==> config.mk <==
export PLATFORM = sky130hd
export DESIGN_NAME = score_pulse_gen
export DESIGN_NICKNAME = d
export VERILOG_FILES = /design/src/rtl/score_pulse_gen.sv
export SDC_FILE = /design/constraint.sdc
export NUM_CORES = 1
export LEC_CHECK = 0
export ABC_AREA = 1
export CAP_MARGIN = 15
export CORE_UTILIZATION = 38
export CTS_CLUSTER_DIAMETER = 120
export DETAILED_ROUTE_END_ITERATION = 8
export SLEW_MARGIN = 40
export SYNTH_ARGS = -nofsm -noshare
export SYNTH_HDL_FRONTEND = slang
export SYNTH_SLANG_ARGS = --single-unit
==> constraint.sdc <==
create_clock -name clk -period 4.64 [get_ports clk]
set_input_delay 0.464 -clock clk [delete_from_list [all_inputs] [get_ports clk]]
set_output_delay 0.464 -clock clk [all_outputs]
set_load 0.02 [all_outputs]
==> src/rtl/score_pulse_gen.sv <==
// -----------------------------------------------------------------------------
// score_pulse_gen
//
// Feeds the decimal score digit chain. Multi-point scoring events are added to
// a saturating bank, and the bank is drained as single-cycle incr pulses. After
// each pulse the FSM waits GAP idle cycles so that every digit counter sees
// separate increments and has time to handle its carry.
//
// State table
//   state | meaning
//   IDLE  | no pulse in progress; start a pulse when the bank is non-empty and
//         | hold is low
//   PULSE | incr high for exactly one cycle; one banked point is consumed on
//         | the closing edge
//   GAPW  | gap_cnt counts down from GAP-1 to 0; lasts exactly GAP cycles
//
// Ports
//   clk        in   1       system clock, all state on posedge
//   reset      in   1       asynchronous, active-low
//   clear      in   1       synchronous flush of bank, FSM and ovf
//   hold       in   1       blocks the start of new pulses; events still bank
//   ev_valid   in   1       scoring event strobe
//   ev_points  in   PTS_W   points carried by the event (0 = no-op)
//   incr       out  1       one-cycle increment pulse to the units digit
//   busy       out  1       FSM not idle or bank non-empty
//   pending    out  PEND_W  banked points, including the one in flight
//   ovf        out  1       sticky: bank saturated at least once
// -----------------------------------------------------------------------------
module score_pulse_gen #(
    parameter int PTS_W  = 4,
    parameter int PEND_W = 6,
    parameter int GAP    = 2
) (
    input  logic              clk,
    input  logic              reset,
    input  logic              clear,
    input  logic              hold,
    input  logic              ev_valid,
    input  logic [PTS_W-1:0]  ev_points,
    output logic              incr,
    output logic              busy,
    output logic [PEND_W-1:0] pending,
    output logic              ovf
);

    // Sum is one bit wider than the widest operand so the add never wraps.
    localparam int SUM_W = ((PTS_W > PEND_W) ? PTS_W : PEND_W) + 1;
    localparam int GAP_W = (GAP > 1) ? $clog2(GAP) : 1;

    localparam logic [PEND_W-1:0] PEND_MAX = '1;
    localparam logic [SUM_W-1:0]  SUM_MAX  = {{(SUM_W-PEND_W){1'b0}}, PEND_MAX};
    localparam logic [SUM_W-1:0]  SUM_ONE  = {{(SUM_W-1){1'b0}}, 1'b1};
    localparam logic [GAP_W-1:0]  GAP_LOAD = GAP_W'((GAP > 0) ? GAP - 1 : 0);
    localparam logic [GAP_W-1:0]  GAP_ONE  = GAP_W'(1);

    typedef enum logic [1:0] {
        IDLE  = 2'd0,
        PULSE = 2'd1,
        GAPW  = 2'd2
    } state_t;

    state_t            state, state_nxt;
    logic [GAP_W-1:0]  gap_cnt, gap_nxt;
    logic [SUM_W-1:0]  sum;
    logic              sat;
    logic [PEND_W-1:0] pending_nxt;
    logic              start_ok;

    // Bank arithmetic: the event add and the pulse decrement land in the same
    // cycle, so a point arriving while one is being emitted is never lost.
    always_comb begin
        sum = {{(SUM_W-PEND_W){1'b0}}, pending};
        if (ev_valid) begin
            sum = sum + {{(SUM_W-PTS_W){1'b0}}, ev_points};
        end
        if (state == PULSE) begin
            sum = sum - SUM_ONE;
        end
        sat         = (sum > SUM_MAX);
        pending_nxt = sat ? PEND_MAX : sum[PEND_W-1:0];
    end

    // Start decisions look at the post-update bank so a fresh event into an
    // idle block pulses on the very next cycle.
    assign start_ok = (pending_nxt != '0) && !hold;

    // State register and bank
    always_ff @(posedge clk or negedge reset) begin
        if (!reset) begin
            state   <= IDLE;
            gap_cnt <= '0;
            pending <= '0;
            ovf     <= 1'b0;
        end else begin
            state   <= state_nxt;
            gap_cnt <= gap_nxt;
            if (clear) begin
                pending <= '0;
                ovf     <= 1'b0;
            end else begin
                pending <= pending_nxt;
                ovf     <= ovf | sat;
            end
        end
    end

    // Next-state logic
    always_comb begin
        state_nxt = state;
        gap_nxt   = gap_cnt;
        if (clear) begin
            state_nxt = IDLE;
            gap_nxt   = '0;
        end else begin
            case (state)
                IDLE: begin
                    if (start_ok) begin
                        state_nxt = PULSE;
                    end
                end
                PULSE: begin
                    if (GAP > 0) begin
                        state_nxt = GAPW;
                        gap_nxt   = GAP_LOAD;
                    end else begin
                        state_nxt = start_ok ? PULSE : IDLE;
                    end
                end
                GAPW: begin
                    if (gap_cnt != '0) begin
                        gap_nxt = gap_cnt - GAP_ONE;
                    end else begin
                        state_nxt = start_ok ? PULSE : IDLE;
                    end
                end
                default: begin
                    state_nxt = IDLE;
                    gap_nxt   = '0;
                end
            endcase
        end
    end

    // Outputs decoded from registered state only
    always_comb begin
        incr = (state == PULSE);
        busy = (state != IDLE) || (pending != '0);
    end

endmodule

# Word-level counts from Yosys, hierarchy flattened
# Index checks and enable logic that the tools add are counted.
[word_totals] input_bits=9 out_inout_bits=9 word_cells=35 register_bits=10
[op_classes] muxes=13 order_cmp=1 eq_ne=5 bitwise_logic=1 reduce_logical=8 n_addsub=3
[op_table] op="$mux W7" n=2
[op_table] op="$mux W6" n=2
[op_table] op="$reduce_bool A6 Y1" n=2
[op_table] op="$add A6 B4 Y7" n=1
[op_table] op="$gt A7 B6 Y1 const B" n=1
[op_table] op="$sub A7 B1 Y7 const B" n=1
[op_table] op="$mux W2" n=3
[op_table] op="$ne A3 B3 Y1 const B" n=2
[op_table] op="$pmux W2 S3" n=1
[op_table] op="$mux W1" n=4
[op_table] op="$pmux W1 S3" n=1
[op_table] op="$eq A2 B1 Y1 const B" n=1
[op_table] op="$eq A2 B2 Y1 const B" n=1
[op_table] op="$logic_not A2 Y1" n=1
[op_table] op="$ne A2 B2 Y1 const B" n=1
[op_table] op="$reduce_and A2 Y1" n=1
[op_table] op="$reduce_bool A2 Y1" n=1
[op_table] op="$logic_and A1 B1 Y1" n=1
[op_table] op="$logic_not A1 Y1" n=1
[op_table] op="$logic_or A1 B1 Y1" n=1
[op_table] op="$or A1 B1 Y1" n=1
[op_table] op="$sub A1 B1 Y1 const B" n=1

# Depth between registers and ports, before layout
# Gate-level depths: netlist of the first run.
[depth] depth_word=12 depth_mapped=16 mapped_depth_nobuf=16

# Worst setup path before layout of the first run
# No wires, ideal clock.
[synth_timing] path_kind="register -> register" startpoint="register pending[0]" endpoint="register pending[2]" stages_incl_launch_ff=14 path_slack_ps=2232 path_buffers=0 t_required_ps=4520 arrival_ps=2288 setup_time_ps=120 synth_period_minus_slack_ps=2408 path_cell_list="dfrtp_1 ha_1 fa_1 o21ai_2 ha_1 nand2_2 nor2_2 nand3_2 nor2_4 nand2_1 nand2_2 nand2_2 o21ai_0 inv_1"
[synth_via] elab_chain_cells=7
[synth_lines] element="from (decl)" line_no="42" rtl="output logic [PEND_W-1:0] pending,"
[synth_lines] element="from (signal assigned)" line_no="101" rtl="pending <= pending_nxt;"
[synth_lines] element="$add A6 B4 Y7" line_no="74" rtl="sum = sum + {{(SUM_W-PTS_W){1'b0}}, ev_points};"
[synth_lines] element="$mux W7 (*)" line_no="73" rtl="if (ev_valid) begin"
[synth_lines] element="$sub A7 B1 Y7" line_no="77" rtl="sum = sum - SUM_ONE;"
[synth_lines] element="$mux W7 (*)" line_no="76" rtl="if (state == PULSE) begin"
[synth_lines] element="$gt A7 B6 Y1" line_no="79" rtl="sat = (sum > SUM_MAX);"
[synth_lines] element="$mux W6 (*)" line_no="80" rtl="pending_nxt = sat ? PEND_MAX : sum[PEND_W-1:0];"
[synth_lines] element="$mux W6 (*)" line_no="97" rtl="if (clear) begin"
# Every way passes the cells marked *; elsewhere a longest branch is shown, timed or not.
# A chain may end at the register's enable or synchronous reset.

# Worst setup path in the final report of the first run
[layout_timing] startpoint="input port ev_points[0]" endpoint="register pending[2]"
[layout_via] elab_chain_cells=7
[layout_lines] element="from (decl)" line_no="39" rtl="input logic [PTS_W-1:0] ev_points,"
[layout_lines] element="$add A6 B4 Y7 (*)" line_no="74"
[layout_lines] element="$mux W7 (*)" line_no="73"
[layout_lines] element="$sub A7 B1 Y7" line_no="77"
[layout_lines] element="$mux W7 (*)" line_no="76"
[layout_lines] element="$gt A7 B6 Y1" line_no="79"
[layout_lines] element="$mux W6 (*)" line_no="80"
[layout_lines] element="$mux W6 (*)" line_no="97"
# Marks and branches as above.

==> flow_summary.yaml, run 1 <==
drt:
  ant_nets: 0
  routedWlPerCell_um: 10.7
  totalWireLength_um: 1880
  drtIter0Drc: 13
  vias: 833
  drtPass1Iterations: 4
  via_per_inst: 4.73
  drc: 0
yosys:
  synth.top_cell.area_share_pct: 27.4
  syn-num-nets: 143
  synth_area_um2: 915
  ys_seq_elements: 10
  yosys.area_share.simple_pct: 43.0
  netlist_instances: 128
  ys_types: 27
  yosysWarnings: 0
  synthXorXnorAreaFrac_pct: 3.83
  synthAdderAreaFrac_pct: 9.03
  avgSynthCellArea_um2: 7.15
  ys_top_cells_by_area: "dfrtp_1 (27%), nand2_1 (14%), inv_1 (7.4%)"
  synth_top_family_by_area: "simple AND/OR/NAND/NOR gates"
  yosysTopAreaCell: "dfrtp_1"
  synth.yosys.seq_area_share_pct: 27.4
  synthArstFlopShare_pct: 100
  synth_top_flop_cell: "dfrtp_1"
  synth_edf_count: 0
  synth_mux_area_share_pct: 0
  synth_compound_area_share_pct: 7.39
timing:
  slew_headroom_pct: 70.4
  period_share_pct: 57.6
  grt_setup_unrepaired: "no"
  period_minus_slack_ps: 2670
  max_freq_mhz: 374
  finalHoldViolCount: 0
  worst_slack_ps: 1970
  skew_ps: 1.82
  tns_ps: 0
  tightest_slew_ps: 443
  final-max-slew-violation-count: 0
  setup_viol: 0
final_layout:
  antenna_cells: 0
  layout_common_cells: "nand2_1 (34), inv_1 (18), clkdlybuf4s50_1 (17)"
  final_nets: 164
  layout_commonest_cell: "nand2_1"
  area_delta_synth_final_pct: 25.2
  fillers: 230
  drive_above_1_share_pct: 16.2
  fin_util_pct: 51.3
worst_setup_path:
  cp_slowest_cell: "clkdlybuf4s50_1"
  path_cells: "clkdlybuf4s50_1, ha_1, fa_1, o21ai_2, ha_1, nand2_2, nor2_2, nand3_2, nor2_4, nand2_1, nand2_2, nand2_2, o21ai_0, inv_1"
  path_class: "in -> reg"
  crit_required_ps: 4790
  arrival_ps: 2820
  crit_fanout: 4
  worstSetupEndpointType: "register"
  worstSetupStartpointType: "input port"
  cpMostUsedCell: "nand2_2"
  slowest_delay_ps: 460
pwr:
  p_per_area_nw_per_um2: 304
  peakVddDrop_uv: 226
  leakage_nw: 0.582
  fin_total_pwr_mw: 0.348
die:
  die_y_um: 51.1
  start_util_pct: 41.0
  io_pins: 18
  rows: 17
  dieArea_um2: 2610
  die_w_um: 51.1
  core_um2: 2230
clock_network:
  clock_latency_ps: 260
  clk_path_buf_depth: 2
  cts_tree: "built"
  postCtsSetupRepairBufs: 0
  htree_num_levels: 1
  clock-sinks: 10
  cts.reportedPaths.clkPinSlew_ps: 60
  root_buffer: "clkbuf_4"
  post_cts_resized: 0
  cts_buffers: 3
  cts_hold_buffers: 0
global_routing:
  grt_first_pass_wirelength_um: 3190
  grt_pass1_vias: 795
  grt_use_total_pct: 16.7
  grt_antenna_before_repair: 0
  grt_max_degree: 12
  grt_overflow_total: 0
placement:
  port_buffers: 17
  dp_slack_ps: 1700
  place_hpwl_um: 1570
  place_congestion: 0.814
run_status:
  status: "finished, final reports clean"
hold_path:
  hp-class: "in -> async"
job:
  max_cap_violations: 0
[metrics by stage]
step | hold WS, ps | cells | cell area, um2
after detailed placement | 489 | 172 | 1110
final | 511 | 176 | 1140
after CTS | 512 | 176 | 1140
after global placement | 505 | 172 | 1110
after global routing | 545 | 176 | 1140
after floorplan | 168 | 128 | 915
[layer usage]
layer  share of wire (%)  global-route usage, %  up-vias
li1                    -                      -      444
met1                  46                   18.7      371
met2                  49                   30.0       14
met3                 2.4                   1.19        4
met4                 2.2                   11.1        0
met5                   0                      0        -
[final cells by class]
type,instances,area (um2),share of cell area [%]
sequential,10,250,21.9
inverter,20,75.1,6.56
clock buffer,4,36.3,3.17
multi-input combinational,97,578,50.5
timing repair buffer,17,170,14.9
tap,28,35.0,3.06
[synthesized netlist by cell type, types with 3 or more instances]
library cell / count
dfrtp_1: 10
ha_1: 5
inv_1: 18
nand2_1: 34
nand2_2: 6
nand3_1: 10
nand3_2: 4
nor2_1: 10
nor2_2: 3
o21ai_0: 5
[cell families after synthesis]
logic type	count (synthesis)
buffers and inverters	21
AO/OA/AOI/OAI	10
XOR/XNOR	4
adder cells (fa/ha/maj)	6
flip-flops	10
AND/OR/NAND/NOR	77
[flip-flops by register name, indices dropped and copies added, names as in the netlist]
register / flops
gap_cnt: 1
ovf: 1
pending: 6
state: 2
[path summary, 6_finish.rpt]
kind | from | to | slack, ps | cells past startpoint
worst max-delay path | ev_points[0] | pending[2] | 1970 | 14
worst min-delay path | reset | state[0] | 510 | 1
worst max register to register | pending[0] | pending[2] | 2180 | 13
worst min register to register | ovf | ovf | 510 | 2
max in group asynchronous | reset | gap_cnt | 3820 | 1
min in group clk | ovf | ovf | 510 | 2
[critical path: cells and delay by family]
kind	cells	cell delay, ps
buffers and inverters	2	510
adder cells (fa/ha/maj)	3	830
AO/OA/AOI/OAI	2	350
AND/OR/NAND/NOR	7	640
[power by group]
group / internal [mW] / switching (mW)
registers: 0.0970 / 0.0141
clock network: 0.0476 / 0.0278
logic: 0.0691 / 0.0919
(Power assumes the default switching activity.)
==> run 2: changes to the inputs <==
clock period = 2.4 ns   (was 4.64 ns; I/O delays follow)
==> run 2 against run 1 <==
Sequential cell count stayed put. Worst hold slack worse by 220 ps. Power is 120% higher. Largest power group unchanged. Highest routed layer unchanged.
==> flow_summary.yaml, run 2 (same netlist as run 1, synthesis figures left out) <==
clock_network:
  htree_num_levels: 1
  cts_buffers: 3
  clk_path_buf_depth: 2
  cts.reportedPaths.clkPinSlew_ps: 70
  clock-sinks: 10
  root_buffer: "clkbuf_4"
  clock_latency_ps: 260
  cts_tree: "built"
final_layout:
  drive_above_1_share_pct: 28.8
  fillers: 222
  fin_cells: 191
  reg_top3: "pending x6, state x2"
  fin_util_pct: 58.6
  final_nets: 179
  antenna_cells: 0
  largest_reg_flops: 6
  area_delta_synth_final_pct: 43.1
  layout_commonest_cell: "nand2_1"
  regMostFlops: "pending"
  layout_common_cells: "nand2_1 (33), inv_1 (18), clkdlybuf4s50_1 (16), buf_4 (15)"
job:
  max_cap_violations: 0
global_routing:
  grt_antenna_before_repair: 0
  grt_pass1_vias: 834
  grt_overflow_total: 0
  grt_first_pass_wirelength_um: 3530
  grt_max_degree: 11
  grt_use_total_pct: 17.8
timing:
  setup_viol: 0
  slew_headroom_pct: 69.7
  tightest_slew_ps: 453
  max_freq_mhz: 421
  finalHoldViolCount: 0
  final-max-slew-violation-count: 0
  skew_ps: 6.71
  grt_setup_unrepaired: "yes"
  period_share_pct: 98.9
  period_minus_slack_ps: 2370
worst_setup_path:
  arrival_ps: 2520
  critPathTopFamily: "adder cells"
  path_cells: "ha_4, fa_1, o21ai_2, ha_2, nand2_2, nor2_2, nand3_2, nor2_4, nand2_2, nand2_4, nand3_2, nor2_2, a21oi_1"
  slowest_delay_ps: 470
  crit_required_ps: 2550
  path_class: "reg -> reg"
  cp_slowest_cell: "fa_1"
  r2r_cells: 13
  worstSetupStartpointType: "register"
  crit_cells: 13
  path_buf_inv: 0
  crit_fanout: 4
  worstSetupEndpointType: "register"
die:
  start_util_pct: 41.0
  core_um2: 2230
  die_w_um: 51.1
  die_y_um: 51.1
  io_pins: 18
  rows: 17
  dieArea_um2: 2610
drt:
  vias: 892
  drtIter0Drc: 21
  via_per_inst: 4.67
  routedWlPerCell_um: 11.1
  drc: 0
  totalWireLength_um: 2120
  drtPass1Iterations: 4
  ant_nets: 0
placement:
  port_buffers: 17
  dp_cells: 185
  place_congestion: 0.860
  place_hpwl_um: 1690
pwr:
  p_per_area_nw_per_um2: 572
  leakage_nw: 0.670
  peakVddDrop_uv: 399
hold_path:
  hp-class: "in -> async"
run_status:
  status: "finished, final reports clean"
## run 2: cell count changes in the layout (fill, tap and decap cells not counted), moves of 2 or more
cell and delta:
o21ai_2 +2, ha_1 -2, nand2_4 +2, o21ai_0 -3, buf_4 +15
## run 2: cell type report
| class | instances | area (um2) | share of cell area, % |
|---|---|---|---|
| Multi-Input combinational cell | 97 | 626 | 47.8 |
| Tap cell | 28 | 35.0 | 2.68 |
| Sequential cell | 10 | 251 | 19.2 |
| Inverter | 20 | 75.1 | 5.74 |
| Clock buffer | 4 | 36.3 | 2.77 |
| Timing Repair Buffer | 32 | 285 | 21.8 |
## run 2: timing repair
action,in CTS,in global routing
hold buffers,0,0
endpoints found under the setup margin,0,7
endpoints found under the hold margin,0,0
setup buffers,0,2
resized for setup,0,15
## run 2: through the flow
step                      total power, mW  worst slack, ps  TNS (ps)  hold WS, ps  cell area, um2
final                               0.749             26.0         0          292            1310
after global routing                0.805            -77.8      -258          329            1310
after CTS                           0.733             5.03         0          299            1240
after detailed placement            0.579             -254     -1630          488            1210
after global placement              0.575             -221     -1300          498            1210
after floorplan                     0.432             21.6         0        -55.6             916
## run 2: worst register-to-register path, cell delays in order, from the launching register on
cell     delay (ps)
dfrtp_2         420
ha_4            170
fa_1            470
o21ai_2         170
ha_2            200
nand2_2          60
nor2_2           90
nand3_2         100
nor2_4          160
nand2_2          80
nand2_4          80
nand3_2          80
nor2_2          130
a21oi_1          70
## run 2: layer usage
metal	vias up	wire, um	global-route usage [%]
li1	478	-	-
met4	0	8	6.94
met2	15	1060	30.3
met5	-	0	0
met1	397	1010	23.6
met3	2	33	0.893
## run 2: where the power goes
| part | switching [mW] | total [mW] | internal (mW) |
|---|---|---|---|
| registers | 0.0242 | 0.212 | 0.188 |
| logic | 0.205 | 0.389 | 0.184 |
| clock network | 0.0549 | 0.147 | 0.0919 |
## run 2: path summary, 6_finish.rpt
kind                            start         end  slack, ps
max                        pending[0]    state[0]         30
min                             reset    state[0]        290
max reg2reg                pending[0]    state[0]         30
min reg2reg                       ovf         ovf        490
max in group asynchronous       reset  pending[0]       1770
min in group clk                  ovf         ovf        490
==> run 3: changes to the inputs <==
--- a/config.mk
+++ b/config.mk
@@ -9,5 +9,5 @@
 export CAP_MARGIN = 15
 export CORE_UTILIZATION = 38
-export CTS_CLUSTER_DIAMETER = 120
+export CTS_CLUSTER_DIAMETER = 40
 export DETAILED_ROUTE_END_ITERATION = 8
 export SLEW_MARGIN = 40
==> constraint.sdc (replaced) <==
create_clock -name clk -period 2.4 [get_ports clk]
set_input_delay 0.24 -clock clk [delete_from_list [all_inputs] [get_ports clk]]
set_output_delay 0.24 -clock clk [all_outputs]
set_load 0.01 [all_outputs]
==> run 3 against run 2 <==
Register-to-register slack barely moved. Largest cell class unchanged. Via count grew 1.0%. Global-route usage down 0.096 points. Largest power group unchanged.
==> flow_summary.yaml, run 3 (same netlist as run 1, synthesis figures left out) <==
die:
  die_w_um: 51.1
  io_pins: 18
  start_util_pct: 41.0
  dieArea_um2: 2610
  die_y_um: 51.1
  core_um2: 2230
  rows: 17
final_layout:
  fillers: 220
  antenna_cells: 0
  seq_area_um2: 250
  largest_reg_flops: 6
  regMostFlops: "pending"
  reg_top3: "pending x6, state x2"
  drive_above_1_share_pct: 28.0
  final_nets: 181
  fin_cells: 192
  layout_commonest_cell: "nand2_1"
  layout_common_cells: "nand2_1 (34), inv_1 (18), buf_4 (17), clkdlybuf4s50_1 (16)"
  multi_input_area_um2: 609
  area_delta_synth_final_pct: 41.3
drt:
  ant_nets: 0
  drtIter0Drc: 9
  vias: 901
  drtPass1Iterations: 4
  drc: 0
  via_per_inst: 4.69
  totalWireLength_um: 2140
  routedWlPerCell_um: 11.2
global_routing:
  grt_use_total_pct: 17.7
  grt_overflow_total: 0
  grt_max_degree: 11
  grt_pass1_vias: 820
  grt_first_pass_wirelength_um: 3390
  grt_antenna_before_repair: 0
timing:
  skew_ps: 4.58
  worst_slack_ps: 26.1
  setup_viol: 0
  final-max-slew-violation-count: 0
  grt_setup_unrepaired: "yes"
  period_share_pct: 98.9
  tightest_slew_ps: 440
  period_minus_slack_ps: 2370
  max_freq_mhz: 421
  slew_headroom_pct: 70.6
  finalHoldViolCount: 0
worst_setup_path:
  worstSetupEndpointType: "register"
  arrival_ps: 2520
  crit_required_ps: 2550
  path_class: "reg -> reg"
  worstSetupStartpointType: "register"
  cp_slowest_cell: "fa_1"
  crit_fanout: 4
  path_cells: "ha_2, fa_1, o21ai_2, ha_2, nand2_2, nor2_2, nand3_2, nor2_4, nand2_1, nand2_2, nand3_2, nor2_1, a21oi_1"
  slowest_delay_ps: 470
clock_network:
  cts_tree: "built"
  cts.reportedPaths.clkPinSlew_ps: 60
  clock-sinks: 10
  root_buffer: "clkbuf_4"
  htree_num_levels: 1
  clock_latency_ps: 260
  clk_path_buf_depth: 2
  cts_buffers: 3
pwr:
  peakVddDrop_uv: 464
  leakage_nw: 0.671
  p_per_area_nw_per_um2: 531
placement:
  port_buffers: 17
  dp_slack_ps: -274
  dp_cells: 185
  place_hpwl_um: 1740
  place_congestion: 0.821
hold_path:
  hp-class: "in -> async"
run_status:
  status: "finished, final reports clean"
job:
  max_cap_violations: 0
run 3: changes by cell type in the layout (fill, tap and decap cells not counted), sizes merged:
cell / change
buf: +2
clkbuf: -1
run 3: final timing paths:
path                             from    endpoint  slack, ps  depth (start not counted)
max                        pending[0]    state[0]         30                         13
min                             reset    state[0]        290                          1
max reg2reg                pending[0]    state[0]         30                         13
min reg2reg                       ovf         ovf        490                          2
max in group asynchronous       reset  pending[2]       1800                          1
min in group clk                  ovf         ovf        490                          2
run 3: routing by layer:
layer	wire length [um]	track usage (%)
met1	967	20.5
met2	1110	32.2
met3	32	0.893
met4	36	9.72
met5	0	0
run 3: area by class of cell:
cell class | count | share of cell area (%)
clock buffers | 3 | 1.74
repair buffers | 34 | 23.2
flip-flops and latches | 10 | 19.4
inverters | 20 | 5.81
multi-input cells | 97 | 47.1
well taps | 28 | 2.71
run 3: stage by stage:
step	setup TNS [ps]	area (um2)	utilization, %	hold slack (ps)	power [mW]
after detailed placement	-1770	1210	54.0	487	0.564
after global placement	-1270	1210	54.0	498	0.558
final	0	1290	57.9	292	0.687
after CTS	0	1230	55.0	297	0.675
after global routing	-626	1290	57.9	332	0.745
after floorplan	0	915	-	-55.6	0.416
run 3: report_power, final:
group,total (mW),internal [mW],switching (mW),leakage [nW]
Sequential,0.211,0.188,0.0232,0.133
Clock,0.107,0.0575,0.0495,0.0138
Combinational,0.369,0.183,0.186,0.525
run 3: worst max-delay path: cells and delay by family, from the launching register on:
family | cells | cell delay [ps]
AOI/OAI and AO/OA | 2 | 220
adders and majority gates | 3 | 860
DFF | 1 | 380
and+or+nand+nor | 8 | 780
run 3: what timing repair did:
action                                 in CTS  in global routing
setup buffers                               0                  4
endpoints found under the hold margin       0                  0
setup endpoints to repair                   0                  8
gates resized for setup                     0                 12
hold buffers                                0                  0
